--- src/rtl/multicycle_control_unit_if.sv ---
// Control-unit <-> datapath bundle for the 16-bit multi-cycle CPU.
//
// master : the control unit. It samples Opcode/Zero/MemReady and drives every
//          datapath enable, the ALUOp code, the status flags and InstrCount.
// slave  : the datapath/memory side. It drives Opcode/Zero/MemReady and
//          consumes the controls.
//
// Signals
//   Opcode[3:0]      instruction[15:12] from the instruction register
//   Zero             ALU zero flag (the datapath ANDs it with PCWriteCond)
//   MemReady         memory completes the current read/write this cycle
//   PCWrite          unconditional PC load
//   PCWriteCond      PC load qualified by Zero
//   IorD             0 = PC addresses memory, 1 = ALUOut addresses memory
//   MemRead/MemWrite memory requests (never both high)
//   IRWrite          instruction register load
//   MemToReg         1 = write back from MDR, 0 = from ALUOut
//   RegDst           1 = rd, 0 = rt
//   RegWrite         register file write enable
//   ALUSrcA          0 = PC, 1 = register A
//   ALUSrcB[1:0]     00 = B, 01 = const 2, 10 = sign-ext imm, 11 = imm << 1
//   ALUOp[1:0]       00 = add, 01 = sub, 10 = decode by Funct
//   PCSource[1:0]    00 = ALU result, 01 = ALUOut, 10 = jump target
//   IllegalOp        one-cycle pulse in DECODE on an unknown opcode
//   Halted           high while parked in HALT
//   InstrCount       retired-instruction counter, wraps to 0
interface multicycle_control_unit_if #(
  parameter int unsigned COUNT_WIDTH = 16
);
  logic [3:0]             Opcode;
  logic                   Zero;
  logic                   MemReady;
  logic                   PCWrite;
  logic                   PCWriteCond;
  logic                   IorD;
  logic                   MemRead;
  logic                   MemWrite;
  logic                   IRWrite;
  logic                   MemToReg;
  logic                   RegDst;
  logic                   RegWrite;
  logic                   ALUSrcA;
  logic [1:0]             ALUSrcB;
  logic [1:0]             ALUOp;
  logic [1:0]             PCSource;
  logic                   IllegalOp;
  logic                   Halted;
  logic [COUNT_WIDTH-1:0] InstrCount;

  modport master (
    input  Opcode, Zero, MemReady,
    output PCWrite, PCWriteCond, IorD, MemRead, MemWrite, IRWrite, MemToReg, RegDst,
           RegWrite, ALUSrcA, ALUSrcB, ALUOp, PCSource, IllegalOp, Halted, InstrCount
  );

  modport slave (
    output Opcode, Zero, MemReady,
    input  PCWrite, PCWriteCond, IorD, MemRead, MemWrite, IRWrite, MemToReg, RegDst,
           RegWrite, ALUSrcA, ALUSrcB, ALUOp, PCSource, IllegalOp, Halted, InstrCount
  );
endinterface

--- src/rtl/multicycle_control_unit.sv ---
// Main multi-cycle control FSM of the 16-bit CPU.
//
// Sequences FETCH / DECODE / EXECUTE / MEM / WRITEBACK, decodes the opcode
// latched in the instruction register, drives every datapath enable and
// produces ALUOp for the downstream ALU control decoder. Also counts retired
// instructions.
//
// Ports
//   Clock  rising-edge clock, single domain
//   Reset  synchronous, active-high; forces every output to 0 in its cycle
//   bus    control bundle (master side), see multicycle_control_unit_if
//
// Parameters
//   COUNT_WIDTH  width of InstrCount (must match the interface instance)
//   HALT_OPCODE  opcode that parks the FSM in HALT until Reset
//
// Output timing: the Moore controls are registered from the next state so they
// line up with the state register. IRWrite/PCWrite in FETCH follow MemReady in
// the same cycle, and IllegalOp follows Opcode in DECODE, so those stay
// combinational.
module multicycle_control_unit #(
  parameter int unsigned COUNT_WIDTH = 16,
  parameter logic [3:0]  HALT_OPCODE = 4'b1111
) (
  input logic                       Clock,
  input logic                       Reset,
  multicycle_control_unit_if.master bus
);

  localparam logic [3:0] OpRType = 4'b0000;
  localparam logic [3:0] OpAddi  = 4'b0001;
  localparam logic [3:0] OpLw    = 4'b0010;
  localparam logic [3:0] OpSw    = 4'b0011;
  localparam logic [3:0] OpBeq   = 4'b0100;
  localparam logic [3:0] OpJ     = 4'b0101;

  typedef enum logic [3:0] {
    StFetch,
    StDecode,
    StExecR,
    StWbR,
    StExecI,
    StWbI,
    StMemAddr,
    StMemRead,
    StWbMem,
    StMemWrite,
    StBranch,
    StJump,
    StHalt
  } state_e;

  // Registered Moore controls. IRWrite is absent: it only exists in FETCH and
  // depends on MemReady, so it is built at the output.
  typedef struct packed {
    logic       pc_write;
    logic       pc_write_cond;
    logic       iord;
    logic       mem_read;
    logic       mem_write;
    logic       mem_to_reg;
    logic       reg_dst;
    logic       reg_write;
    logic       alu_src_a;
    logic [1:0] alu_src_b;
    logic [1:0] alu_op;
    logic [1:0] pc_source;
    logic       halted;
  } ctrl_t;

  // Moore decode of a state; anything not set stays 0.
  function automatic ctrl_t ctrl_of(state_e st);
    ctrl_t c;
    c = '0;
    case (st)
      StFetch: begin
        c.mem_read  = 1'b1;
        c.alu_src_b = 2'b01;
      end
      StDecode: begin
        c.alu_src_b = 2'b11;
      end
      StExecR: begin
        c.alu_src_a = 1'b1;
        c.alu_src_b = 2'b00;
        c.alu_op    = 2'b10;
      end
      StWbR: begin
        c.reg_dst   = 1'b1;
        c.reg_write = 1'b1;
      end
      StExecI, StMemAddr: begin
        c.alu_src_a = 1'b1;
        c.alu_src_b = 2'b10;
      end
      StWbI: begin
        c.reg_write = 1'b1;
      end
      StMemRead: begin
        c.mem_read = 1'b1;
        c.iord     = 1'b1;
      end
      StWbMem: begin
        c.mem_to_reg = 1'b1;
        c.reg_write  = 1'b1;
      end
      StMemWrite: begin
        c.mem_write = 1'b1;
        c.iord      = 1'b1;
      end
      StBranch: begin
        c.alu_src_a     = 1'b1;
        c.alu_op        = 2'b01;
        c.pc_write_cond = 1'b1;
        c.pc_source     = 2'b01;
      end
      StJump: begin
        c.pc_write  = 1'b1;
        c.pc_source = 2'b10;
      end
      StHalt: begin
        c.halted = 1'b1;
      end
      default: ;
    endcase
    return c;
  endfunction

  state_e                 state_q, state_d;
  logic                   is_lw_q, is_lw_d;
  logic [COUNT_WIDTH-1:0] count_q, count_d;
  ctrl_t                  ctrl_q, ctrl_d;
  ctrl_t                  ctrl_out;
  logic                   retire;
  logic                   opcode_legal;
  logic                   fetch_ready;

  always_comb begin
    opcode_legal = (bus.Opcode == HALT_OPCODE) || (bus.Opcode == OpRType) ||
                   (bus.Opcode == OpAddi) || (bus.Opcode == OpLw) || (bus.Opcode == OpSw) ||
                   (bus.Opcode == OpBeq) || (bus.Opcode == OpJ);
  end

  // Next state. Opcode is only looked at in DECODE; MEM_ADDR needs to remember
  // lw vs sw, hence is_lw.
  always_comb begin
    state_d = state_q;
    is_lw_d = is_lw_q;
    case (state_q)
      StFetch: begin
        if (bus.MemReady) state_d = StDecode;
      end
      StDecode: begin
        is_lw_d = (bus.Opcode == OpLw);
        if (bus.Opcode == HALT_OPCODE) begin
          state_d = StHalt;
        end else begin
          case (bus.Opcode)
            OpRType:     state_d = StExecR;
            OpAddi:      state_d = StExecI;
            OpLw, OpSw:  state_d = StMemAddr;
            OpBeq:       state_d = StBranch;
            OpJ:         state_d = StJump;
            default:     state_d = StFetch;
          endcase
        end
      end
      StExecR:    state_d = StWbR;
      StWbR:      state_d = StFetch;
      StExecI:    state_d = StWbI;
      StWbI:      state_d = StFetch;
      StMemAddr:  state_d = is_lw_q ? StMemRead : StMemWrite;
      StMemRead: begin
        if (bus.MemReady) state_d = StWbMem;
      end
      StWbMem:    state_d = StFetch;
      StMemWrite: begin
        if (bus.MemReady) state_d = StFetch;
      end
      StBranch:   state_d = StFetch;
      StJump:     state_d = StFetch;
      StHalt:     state_d = StHalt;
      default:    state_d = StFetch;
    endcase
  end

  // An instruction retires on its last state's hand-back to FETCH. DECODE ->
  // FETCH (illegal opcode) is deliberately not in the list.
  always_comb begin
    retire = 1'b0;
    if (state_d == StFetch) begin
      case (state_q)
        StWbR, StWbI, StWbMem, StMemWrite, StBranch, StJump: retire = 1'b1;
        default: retire = 1'b0;
      endcase
    end
  end

  always_comb begin
    count_d = retire ? count_q + COUNT_WIDTH'(1) : count_q;
    ctrl_d  = ctrl_of(state_d);
  end

  always_ff @(posedge Clock) begin
    if (Reset) begin
      state_q <= StFetch;
      is_lw_q <= 1'b0;
      count_q <= '0;
      ctrl_q  <= ctrl_of(StFetch);
    end else begin
      state_q <= state_d;
      is_lw_q <= is_lw_d;
      count_q <= count_d;
      ctrl_q  <= ctrl_d;
    end
  end

  // Everything is held at 0 while Reset is high, which also drops any memory
  // request of an aborted instruction in that same cycle.
  always_comb begin
    ctrl_out    = Reset ? ctrl_t'('0) : ctrl_q;
    fetch_ready = !Reset && (state_q == StFetch) && bus.MemReady;
  end

  assign bus.PCWrite     = ctrl_out.pc_write | fetch_ready;
  assign bus.IRWrite     = fetch_ready;
  assign bus.PCWriteCond = ctrl_out.pc_write_cond;
  assign bus.IorD        = ctrl_out.iord;
  assign bus.MemRead     = ctrl_out.mem_read;
  assign bus.MemWrite    = ctrl_out.mem_write;
  assign bus.MemToReg    = ctrl_out.mem_to_reg;
  assign bus.RegDst      = ctrl_out.reg_dst;
  assign bus.RegWrite    = ctrl_out.reg_write;
  assign bus.ALUSrcA     = ctrl_out.alu_src_a;
  assign bus.ALUSrcB     = ctrl_out.alu_src_b;
  assign bus.ALUOp       = ctrl_out.alu_op;
  assign bus.PCSource    = ctrl_out.pc_source;
  assign bus.Halted      = ctrl_out.halted;
  assign bus.IllegalOp   = !Reset && (state_q == StDecode) && !opcode_legal;
  assign bus.InstrCount  = Reset ? '0 : count_q;

endmodule

--- src/flat_wrapper.sv ---
// flat-port wrapper written by rule: the top's interface ports become plain ports
module multicycle_control_unit_flat 
#(
  parameter int unsigned COUNT_WIDTH = 16,
  parameter logic [3:0]  HALT_OPCODE = 4'b1111
)
  (Clock, Reset, bus_Opcode, bus_Zero, bus_MemReady, bus_PCWrite, bus_PCWriteCond, bus_IorD, bus_MemRead, bus_MemWrite, bus_IRWrite, bus_MemToReg, bus_RegDst, bus_RegWrite, bus_ALUSrcA, bus_ALUSrcB, bus_ALUOp, bus_PCSource, bus_IllegalOp, bus_Halted, bus_InstrCount);
  multicycle_control_unit_if #(.COUNT_WIDTH(COUNT_WIDTH)) bus_i ();
  input logic Clock;
  input logic Reset;
  input wire logic [$bits(bus_i.Opcode)-1:0] bus_Opcode;
  input wire logic [$bits(bus_i.Zero)-1:0] bus_Zero;
  input wire logic [$bits(bus_i.MemReady)-1:0] bus_MemReady;
  output wire logic [$bits(bus_i.PCWrite)-1:0] bus_PCWrite;
  output wire logic [$bits(bus_i.PCWriteCond)-1:0] bus_PCWriteCond;
  output wire logic [$bits(bus_i.IorD)-1:0] bus_IorD;
  output wire logic [$bits(bus_i.MemRead)-1:0] bus_MemRead;
  output wire logic [$bits(bus_i.MemWrite)-1:0] bus_MemWrite;
  output wire logic [$bits(bus_i.IRWrite)-1:0] bus_IRWrite;
  output wire logic [$bits(bus_i.MemToReg)-1:0] bus_MemToReg;
  output wire logic [$bits(bus_i.RegDst)-1:0] bus_RegDst;
  output wire logic [$bits(bus_i.RegWrite)-1:0] bus_RegWrite;
  output wire logic [$bits(bus_i.ALUSrcA)-1:0] bus_ALUSrcA;
  output wire logic [$bits(bus_i.ALUSrcB)-1:0] bus_ALUSrcB;
  output wire logic [$bits(bus_i.ALUOp)-1:0] bus_ALUOp;
  output wire logic [$bits(bus_i.PCSource)-1:0] bus_PCSource;
  output wire logic [$bits(bus_i.IllegalOp)-1:0] bus_IllegalOp;
  output wire logic [$bits(bus_i.Halted)-1:0] bus_Halted;
  output wire logic [$bits(bus_i.InstrCount)-1:0] bus_InstrCount;
  assign bus_i.Opcode = bus_Opcode;
  assign bus_i.Zero = bus_Zero;
  assign bus_i.MemReady = bus_MemReady;
  assign bus_PCWrite = bus_i.PCWrite;
  assign bus_PCWriteCond = bus_i.PCWriteCond;
  assign bus_IorD = bus_i.IorD;
  assign bus_MemRead = bus_i.MemRead;
  assign bus_MemWrite = bus_i.MemWrite;
  assign bus_IRWrite = bus_i.IRWrite;
  assign bus_MemToReg = bus_i.MemToReg;
  assign bus_RegDst = bus_i.RegDst;
  assign bus_RegWrite = bus_i.RegWrite;
  assign bus_ALUSrcA = bus_i.ALUSrcA;
  assign bus_ALUSrcB = bus_i.ALUSrcB;
  assign bus_ALUOp = bus_i.ALUOp;
  assign bus_PCSource = bus_i.PCSource;
  assign bus_IllegalOp = bus_i.IllegalOp;
  assign bus_Halted = bus_i.Halted;
  assign bus_InstrCount = bus_i.InstrCount;
  multicycle_control_unit #(.COUNT_WIDTH(COUNT_WIDTH), .HALT_OPCODE(HALT_OPCODE)) u_core (.Clock(Clock), .Reset(Reset), .bus(bus_i));
endmodule
--- config.mk ---
export PLATFORM = sky130hd
export DESIGN_NAME = multicycle_control_unit_flat
export DESIGN_NICKNAME = d
export VERILOG_FILES = /design/src/rtl/multicycle_control_unit_if.sv /design/src/rtl/multicycle_control_unit.sv /design/src/flat_wrapper.sv
export SDC_FILE = /design/constraint.sdc
export NUM_CORES = 1
export LEC_CHECK = 0
export BUFFER_PORTS_ARGS = -buffer_cell sky130_fd_sc_hd__buf_2
export CORE_AREA = 4 4 71 73
export CTS_CLUSTER_DIAMETER = 150
export CTS_CLUSTER_SIZE = 30
export DETAILED_ROUTE_END_ITERATION = 6
export DIE_AREA = 0 0 75 77
export HOLD_SLACK_MARGIN = 0.15
export PLACE_DENSITY = 0.66
export SYNTH_ARGS = -nofsm -noshare
export SYNTH_HDL_FRONTEND = slang
export SYNTH_SLANG_ARGS = --single-unit
--- constraint.sdc ---
create_clock -name Clock -period 2.3 [get_ports Clock]
set_input_delay 0.69 -clock Clock [delete_from_list [all_inputs] [get_ports Clock]]
set_output_delay 0.69 -clock Clock [all_outputs]
set_load 0.02 [all_outputs]
---- Yosys cells after proc, flatten, opt, wreduce, memory -nomap -nowiden ----
Index checks and enable logic that the tools add are counted.
W data, S select, Z words.
storage, ports and cells
  bits in registers ....................... 37
  logic and storage cells ................. 94
  output and inout port bits .............. 34
  bits of input ports ..................... 8
cells by class
  muxes and demuxes ....................... 24
  bitwise operators ....................... 1
  equality and inequality tests ........... 30
  add/subtract/negate cells ............... 1
  reduce and logical (&&, ||, !) cells .... 22
operator list
  operator                 number
  $eq A4 B4 Y1 const B     11
  $eq A4 B3 Y1 const B     10
  $mux W16                 2
  $pmux W4 S8              1
  $eq A4 B2 Y1 const B     6
  $mux W4                  5
  $pmux W4 S5              1
  $add A16 B1 Y16 const B  1
  $eq A4 B1 Y1 const B     3
  $logic_not A4 Y1         3
  $mux W1                  12
  $pmux W2 S2              2
  $reduce_or A2 Y1         4
  $logic_or A1 B1 Y1       6
  $pmux W2 S3              1
  $reduce_or A6 Y1         1
  $logic_and A1 B1 Y1      4
  $reduce_or A4 Y1         1
  $reduce_or A3 Y1         1
  $logic_not A1 Y1         2
  $or A1 B1 Y1             1

---- Longest topological paths before layout ----
Gate-level depths: netlist (run 1).
  depth after elaboration ................. 9
  depth in mapped cells ................... 8
  gate-level depth less buffers ........... 6

---- Worst setup path after synthesis (run 1) ----
No wires, ideal clock.
  kind .................................... input to output
  start point ............................. input port bus_Opcode[2]
  end point ............................... output port bus_IllegalOp
  required time ........................... 1610 ps
  path slack .............................. -567 ps
  stages .................................. 3
  arrival time ............................ 2177 ps
  buffers on the path ..................... 1
  cells stage by stage .................... clkbuf_1 -> and3_1 -> a2111oi_0
on the way
  longest elaborated chain between the ends .. 9
  elaborated cells between the ends (all ways) .. 15
  those cells by class .................... 6 x eq/ne; 9 x reduce/logical
RTL lines
  element                                           RTL line                        source
  from (decl)                                       flat_wrapper.sv:11              input wire logic [$bits(bus_i.Opcode)-1:0] bus_Opcode;
  $eq A4 B4 Y1 or $logic_not A4 Y1 (tied branches)  multicycle_control_unit.sv:139  opcode_legal = (bus.Opcode == HALT_OPCODE) || (bus.Opcode == OpRType) ||
  $logic_or A1 B1 Y1 (2 in a row)                   multicycle_control_unit.sv:139
  $logic_or A1 B1 Y1 (3 in a row)                   multicycle_control_unit.sv:140  (bus.Opcode == OpAddi) || (bus.Opcode == OpLw) || (bus.Opcode == OpSw) ||
  $logic_or A1 B1 Y1 *                              multicycle_control_unit.sv:141  (bus.Opcode == OpBeq) || (bus.Opcode == OpJ);
  $logic_not A1 Y1 *                                multicycle_control_unit.sv:239  assign bus.IllegalOp = !Reset && (state_q == StDecode) && !opcode_legal;
  $logic_and A1 B1 Y1 *                             multicycle_control_unit.sv:239
  to (decl)                                         flat_wrapper.sv:27              output wire logic [$bits(bus_i.IllegalOp)-1:0] bus_IllegalOp;
Mark *: on every way between the ends. The rest lies on a longest branch, timed or not.

---- Final worst setup path (run 1) ----
  start point ............................. register u_core.state_q[2]
  end point ............................... output port bus_IllegalOp
on the way
  longest elaborated chain between the ends .. 3
RTL lines
  element                           RTL line                        source
  from (decl)                       multicycle_control_unit.sv:129  state_e state_q, state_d;
  from (signal assigned)            multicycle_control_unit.sv:206  state_q <= StFetch;
  from (signal assigned)            multicycle_control_unit.sv:211  state_q <= state_d;
  $eq A4 B1 Y1                      multicycle_control_unit.sv:239
  $logic_and A1 B1 Y1 (2 in a row)  multicycle_control_unit.sv:239
Every way passes these cells.

==> impl_metrics.py, run 1 <==
metrics = {
    "pwr": {
        "power_switching_uw": 336.2,
        "p_int_uw": 963.3,
        "p_leak_nw": 1.069,
        "power.density_nw_per_um2": 544.6,
        "comb_power_share_pct": 15.4,
        "ir_worst_vdd_mv": 0.2956,
        "seq_power_share_pct": 49.4,
        "switching_share_pct": 25.87,
        "power_mw": 1.299,
        "power_frac_clock_pct": 35.2,
    },
    "worst_setup_path": {
        "path_class": "flip-flop to output port",
        "rr_endpoint": "u_core.ctrl_q[8]",
        "ff2ff_path_depth": 7,
        "worst_setup_path_start_kind": "flip-flop",
        "endpoint_kind": "output port",
        "critPathRequiredTime_ps": 1610,
        "r2r_slack_ps": 200,
        "critical_path.max_fanout": 2,
        "reg2reg_from": "u_core.state_q[0]",
        "crit_arrival_ps": 1540,
    },
    "grt": {
        "grt-ovfl-total": 0,
        "first_global_vias": 1518,
        "antenna_found_initial": 0,
        "grt_max_degree": 23,
        "gr-usage-all-layers_pct": 14.60,
        "grt_pass1_wl_mm": 6.686,
    },
    "cts": {
        "clk_latency_ps": 280,
        "cts-buffers-inserted": 5,
        "clock_sink_count": 36,
        "cts_root_buffer": "clkbuf_8",
        "hold_buffers": 0,
        "cts_max_level": 2,
        "cts_buffer_depth": 2,
        "cts_tree": "done",
        "path_clk_slew_ps": 80,
    },
    "layout": {
        "design_area_sq_um": 2386,
        "drive_gt1_share_pct": 28.93,
        "utilization_pct": 54.80,
        "area.growth.synth_to_final_pct": 24.97,
        "antenna_cells": 0,
        "num-fill-cells": 409,
        "fin_cells": 332,
        "fin_nets": 288,
    },
    "sta": {
        "relSlewSlack_pct": 74.17,
        "final.min_clock_period_ps": 2233,
        "hold_violations": 0,
        "worst_pin_slew_ps": 384.0,
        "fin_skew_ps": 7.304,
        "setup-violations-final": 0,
        "rsz0062_at_grt": "false",
        "fmax_ghz": 0.4479,
        "period_share_pct": 97.07,
        "final_max_slew_viol_count": 0,
    },
    "drt": {
        "avgRoutedWirePerCell_um": 11.68,
        "vias_per_cell": 5.027,
        "antenna_left": 0,
        "drc_errors": 0,
        "routed_wl_mm": 3.879,
        "drt-initial-drc-count": 74,
        "drtPass1Iterations": 4,
        "vias": 1669,
    },
    "logic_synthesis": {
        "synth_seq_area_share_pct": 37.75,
        "synth_flop_cell": "dfxtp_1",
        "syn_nets": 240,
        "async_flop_share_pct": 0,
        "synth_edf_count": 0,
        "synth.avg_cell_area_sq_um": 8.266,
        "synth_cells": 231,
        "synth_area_sq_um": 1909,
        "ys_types": 43,
        "synth_seq_cells": 36,
        "yosysWarningCount": 0,
    },
    "worst_hold_path": {
        "hold_class": "flip-flop to flip-flop",
        "hold_depth": 2,
        "min_from": "u_core.is_lw_q",
        "hold_path_end": "u_core.is_lw_q",
    },
    "run_status": {
        "status": "completed",
    },
    "placement": {
        "post-place-cells": 324,
        "gp_congestion": 0.7779,
        "port-buffer-count": 40,
        "dpl.hpwl_mm": 2.891,
        "postPlaceCellArea_sq_um": 2263,
    },
    "die": {
        "dieArea_sq_um": 5775,
        "ios": 42,
        "start_util_pct": 43.85,
        "die_height_um": 77,
        "num_rows": 24,
        "fp.dieW_um": 75,
        "core_sq_um": 4354,
    },
    "run": {
        "cap_violations": 0,
    },
}
## repair_timing
action / 4_1_cts / 5_1_grt
gates resized for setup: 3 / 3
pin swaps: 2 / 0
gates cloned: 0 / 0
setup endpoints to repair: 1 / 2
buffers inserted: 0 / 0
## synthesized netlist by cell type, drive strengths merged, types with 2 or more instances
library cell,count,area [sq um]
nand2,10,40.04
o21ai,5,25.02
clkbuf,11,41.29
nor3b,2,15.01
buf,6,38.79
and4,5,43.79
nor2,27,101.4
nor2b,37,231.5
nand2b,4,25.02
nand3,7,40.04
inv,7,26.27
nand3b,2,15.01
nor3,3,15.01
xor2,8,70.07
or3b,2,20.02
a21boi,2,15.01
a21oi,9,45.04
or4b,2,20.02
nand4,5,31.28
or2,3,18.77
and3,7,43.79
xnor2,8,70.07
nor4,9,56.30
a211oi,2,15.01
dfxtp,36,720.7
## cell type report
type                       instances  area [sq um]  area share (%)
sequential                        36         720.7           30.20
multi-input combinational        171          1119           46.88
timing repair buffer              58         362.8           15.21
inverter                           7         26.28           1.101
clock buffer                       6         82.58           3.461
tap                               52         65.06           2.727
clock inverter                     2         10.01          0.4195
## cell usage in the layout (no fill, tap or decap), types with 8 or more instances in the layout
cell type / instances
a21oi_1: 9
xor2_1: 8
buf_4: 17
nor4_1: 8
buf_2: 39
nand2_1: 9
nor2b_1: 36
xnor2_1: 8
dfxtp_1: 36
nor2_1: 27
## sequential cells by signal, summed over array words and instances, names as in the netlist
signal / count
u_core.is_lw_q: 1
u_core.count_q: 16
u_core.ctrl_q: 15
u_core.state_q: 4
## power groups by stage
stage          sequential [mW]  clock (mW)  combinational [mW]
2_1_floorplan            0.655           0               0.130
3_3_place_gp             0.656           0               0.192
3_5_place_dp             0.657           0               0.194
4_1_cts                  0.643       0.474               0.199
5_1_grt                  0.644       0.498               0.222
6_report                 0.643       0.457               0.200
## worst max-delay path: stages, from the launching register on
cell,delay [ps]
dfxtp_1,310
or4b_4,570
a2111oi_4,200
buf_4,190
## worst max path at each step
stage                       from                to  slack [ps]  depth (start not counted)
3_3_place_gp       bus_Opcode[3]     bus_IllegalOp          40                          4
2_1_floorplan      bus_Opcode[2]     bus_IllegalOp         -60                          3
4_1_cts            bus_Opcode[3]     bus_IllegalOp          50                          4
5_1_grt        u_core.state_q[2]     bus_IllegalOp           2                          3
6_report       u_core.state_q[2]     bus_IllegalOp          70                          3
3_5_place_dp        bus_MemReady  u_core.ctrl_q[8]         -10                          7
## metrics by stage
stage | hold slack (ps) | worst slack, ps | setup TNS [ps]
2_1_floorplan | 454.1 | -61.77 | -84.94
6_report | 492.8 | 67.42 | 0
4_1_cts | 495.9 | 51.64 | 0
3_5_place_dp | 485.6 | -10.17 | -13.54
3_3_place_gp | 480.4 | 38.12 | 0
5_1_grt | 535.2 | 2.013 | 0
## kinds of logic (layout without fill, tap and decap cells)
logic type               after synthesis  in the layout  share of synthesized area [%]
AO/OA/AOI/OAI                         25             25                          9.371
flip-flops                            36             36                          37.75
XOR/XNOR                              16             16                          7.340
adder cells (fa/ha/maj)                1              1                         0.6552
buffers and inverters                 24             73                          5.570
AND/OR/NAND/NOR                      129            129                          39.32
## routing by layer
metal	GRT usage [%]	wire length (um)	vias to the layer above
met5	0	0	-
met4	6.228	51	0
met3	3.529	219	4
met2	21.69	1643	42
met1	19.81	1964	737
li1	-	-	886
(Power assumes the default switching activity.)
==> run 2, diff against run 1 <==
Settings changed: BUFFER_PORTS_ARGS -buffer_cell sky130_fd_sc_hd__buf_2 to -buffer_cell sky130_fd_sc_hd__clkbuf_2, PLACE_DENSITY 0.66 to 0.64.
Clock period 2.3 ns to 2.88 ns, I/O delays scaled along.
==> run 2 against run 1 <==
Net effect: final area is 4.5% lower; power is 22% lower; first-iteration DRC count is 49% higher; clock-buffer cell count is 1 higher; wire length is 0.57% higher; combinational power is 30% lower; non-clock buffer count is 9 lower; sequential power is 20% lower; hold slack better by 4.1 ps; setup slack better by 82 ps; sequential share of layout area is 1.4 points higher; critical endpoint unchanged.
==> impl_metrics.py, run 2 (synthesized netlist as in run 1, its figures left out) <==
metrics = {
    "sta": {
        "final_max_slew_viol_count": 0,
        "setup-violations-final": 0,
        "hold_violations": 0,
        "rsz0062_at_grt": "false",
        "fin_skew_ps": 5.844,
        "tns_ps": 0,
        "final.min_clock_period_ps": 2731,
        "fmax_ghz": 0.3662,
        "period_share_pct": 94.82,
        "relSlewSlack_pct": 71.05,
        "worst_pin_slew_ps": 430.3,
        "setup_slack_ps": 149.3,
    },
    "drt": {
        "antenna_left": 0,
        "drc_errors": 0,
        "drt-initial-drc-count": 110,
        "avgRoutedWirePerCell_um": 12.08,
        "routed_wl_mm": 3.901,
        "vias": 1642,
        "drtPass1Iterations": 4,
        "vias_per_cell": 5.084,
    },
    "cts": {
        "clk_latency_ps": 280,
        "cts-buffers-inserted": 5,
        "cts_root_buffer": "clkbuf_8",
        "clock_sink_count": 36,
        "hold_buffers": 0,
        "cts_max_level": 2,
        "path_clk_slew_ps": 70,
        "cts_buffer_depth": 2,
        "cts_tree": "done",
    },
    "layout": {
        "top_register": "u_core.count_q",
        "final_cell_mix": "40 x clkbuf_2, 37 x nor2b_1, 36 x dfxtp_1",
        "fin_cells": 323,
        "top_regs": "u_core.count_q: 16 flops, u_core.ctrl_q: 15 flops, u_core.state_q: 4 flops",
        "fin_nets": 279,
        "antenna_cells": 0,
        "layout_commonest_cell": "clkbuf_2",
        "largest_reg_flops": 16,
        "area.growth.synth_to_final_pct": 19.33,
        "num-fill-cells": 425,
        "utilization_pct": 52.33,
        "drive_gt1_share_pct": 25.09,
    },
    "placement": {
        "dp_slack_ps": 225.3,
        "dpl.hpwl_mm": 2.865,
        "gp_congestion": 0.8428,
        "post-place-cells": 315,
        "port-buffer-count": 40,
    },
    "run_status": {
        "status": "completed",
    },
    "worst_hold_path": {
        "hold_class": "flip-flop to flip-flop",
    },
    "pwr": {
        "power_switching_uw": 262.2,
        "power_mw": 1.020,
        "p_int_uw": 757.9,
        "ir_worst_vdd_mv": 0.1985,
        "seq_power_share_pct": 50.4,
        "power.density_nw_per_um2": 447.7,
        "p_leak_nw": 0.9851,
        "power_frac_clock_pct": 35.7,
        "switching_share_pct": 25.70,
        "comb_power_share_pct": 13.8,
    },
    "die": {
        "dieArea_sq_um": 5775,
        "ios": 42,
        "die_height_um": 77,
        "start_util_pct": 43.85,
        "fp.dieW_um": 75,
        "num_rows": 24,
        "core_sq_um": 4354,
    },
    "grt": {
        "grt_pass1_wl_mm": 6.706,
        "first_global_vias": 1454,
        "antenna_found_initial": 0,
        "gr-usage-all-layers_pct": 14.44,
        "grt_max_degree": 41,
        "grt-ovfl-total": 0,
    },
    "worst_setup_path": {
        "critPathRequiredTime_ps": 2020,
        "endpoint_kind": "output port",
        "path_class": "flip-flop to output port",
        "critical_path.max_fanout": 9,
        "worst_setup_path_start_kind": "flip-flop",
        "crit_arrival_ps": 1870,
    },
    "run": {
        "cap_violations": 0,
    },
}
run 2: cell count changes in the layout (fill, tap and decap cells not counted), moves of 2 or more:
cell and change:
buf_2 -39, buf_4 -9, clkinv_2 -2, clkbuf_2 +40
run 2: worst paths after layout:
| path | startpoint | endpoint | slack (ps) | cells after the start |
|---|---|---|---|---|
| worst max-delay path | u_core.state_q[1] | bus_IllegalOp | 150 | 3 |
| worst min register to register | u_core.is_lw_q | u_core.is_lw_q | 500 | 2 |
| worst max register to register | u_core.state_q[0] | u_core.ctrl_q[8] | 710 | 7 |
| worst min-delay path | u_core.is_lw_q | u_core.is_lw_q | 500 | 2 |
run 2: timing repair:
item                                   4_1_cts  5_1_grt
endpoints found under the hold margin        0        0
setup endpoints to repair                    0        1
resized for setup                            0        1
buffers inserted                             0        0
run 2: critical path, cell delays in order (launching register included):
cell	delay [ps]
dfxtp_1	400
or4b_4	620
a2111oi_2	340
clkbuf_2	220
run 2: final cells by class:
class,count,area (sq um),share of cell area (%)
multi-input combinational,171,1092,47.94
sequential,36,720.7,31.63
timing repair buffer,49,280.3,12.30
clock buffer,7,86.33,3.789
tap,52,65.06,2.856
inverter,7,26.28,1.153
clock inverter,1,7.507,0.3295
run 2: power by group through the flow:
stage / sequential [mW] / clock (mW) / combinational, mW
after floorplan: 0.523 / 0 / 0.103
after global placement: 0.526 / 0 / 0.137
after detailed placement: 0.526 / 0 / 0.140
after CTS: 0.514 / 0.378 / 0.140
after global routing: 0.516 / 0.401 / 0.156
final: 0.515 / 0.364 / 0.141
run 2: metal layers:
layer	track usage [%]	wire length [um]	up-vias
li1	-	-	863
met1	20.08	1958	733
met2	21.43	1664	39
met3	3.660	221	7
met4	4.804	57	0
met5	0	0	-
run 2: through the flow:
stage                     hold WS (ps)  area (sq um)
after floorplan                  454.1          1916
after global placement           476.3          2181
after detailed placement         489.2          2181
after CTS                        498.5          2275
after global routing             515.5          2278
final                            496.9          2278
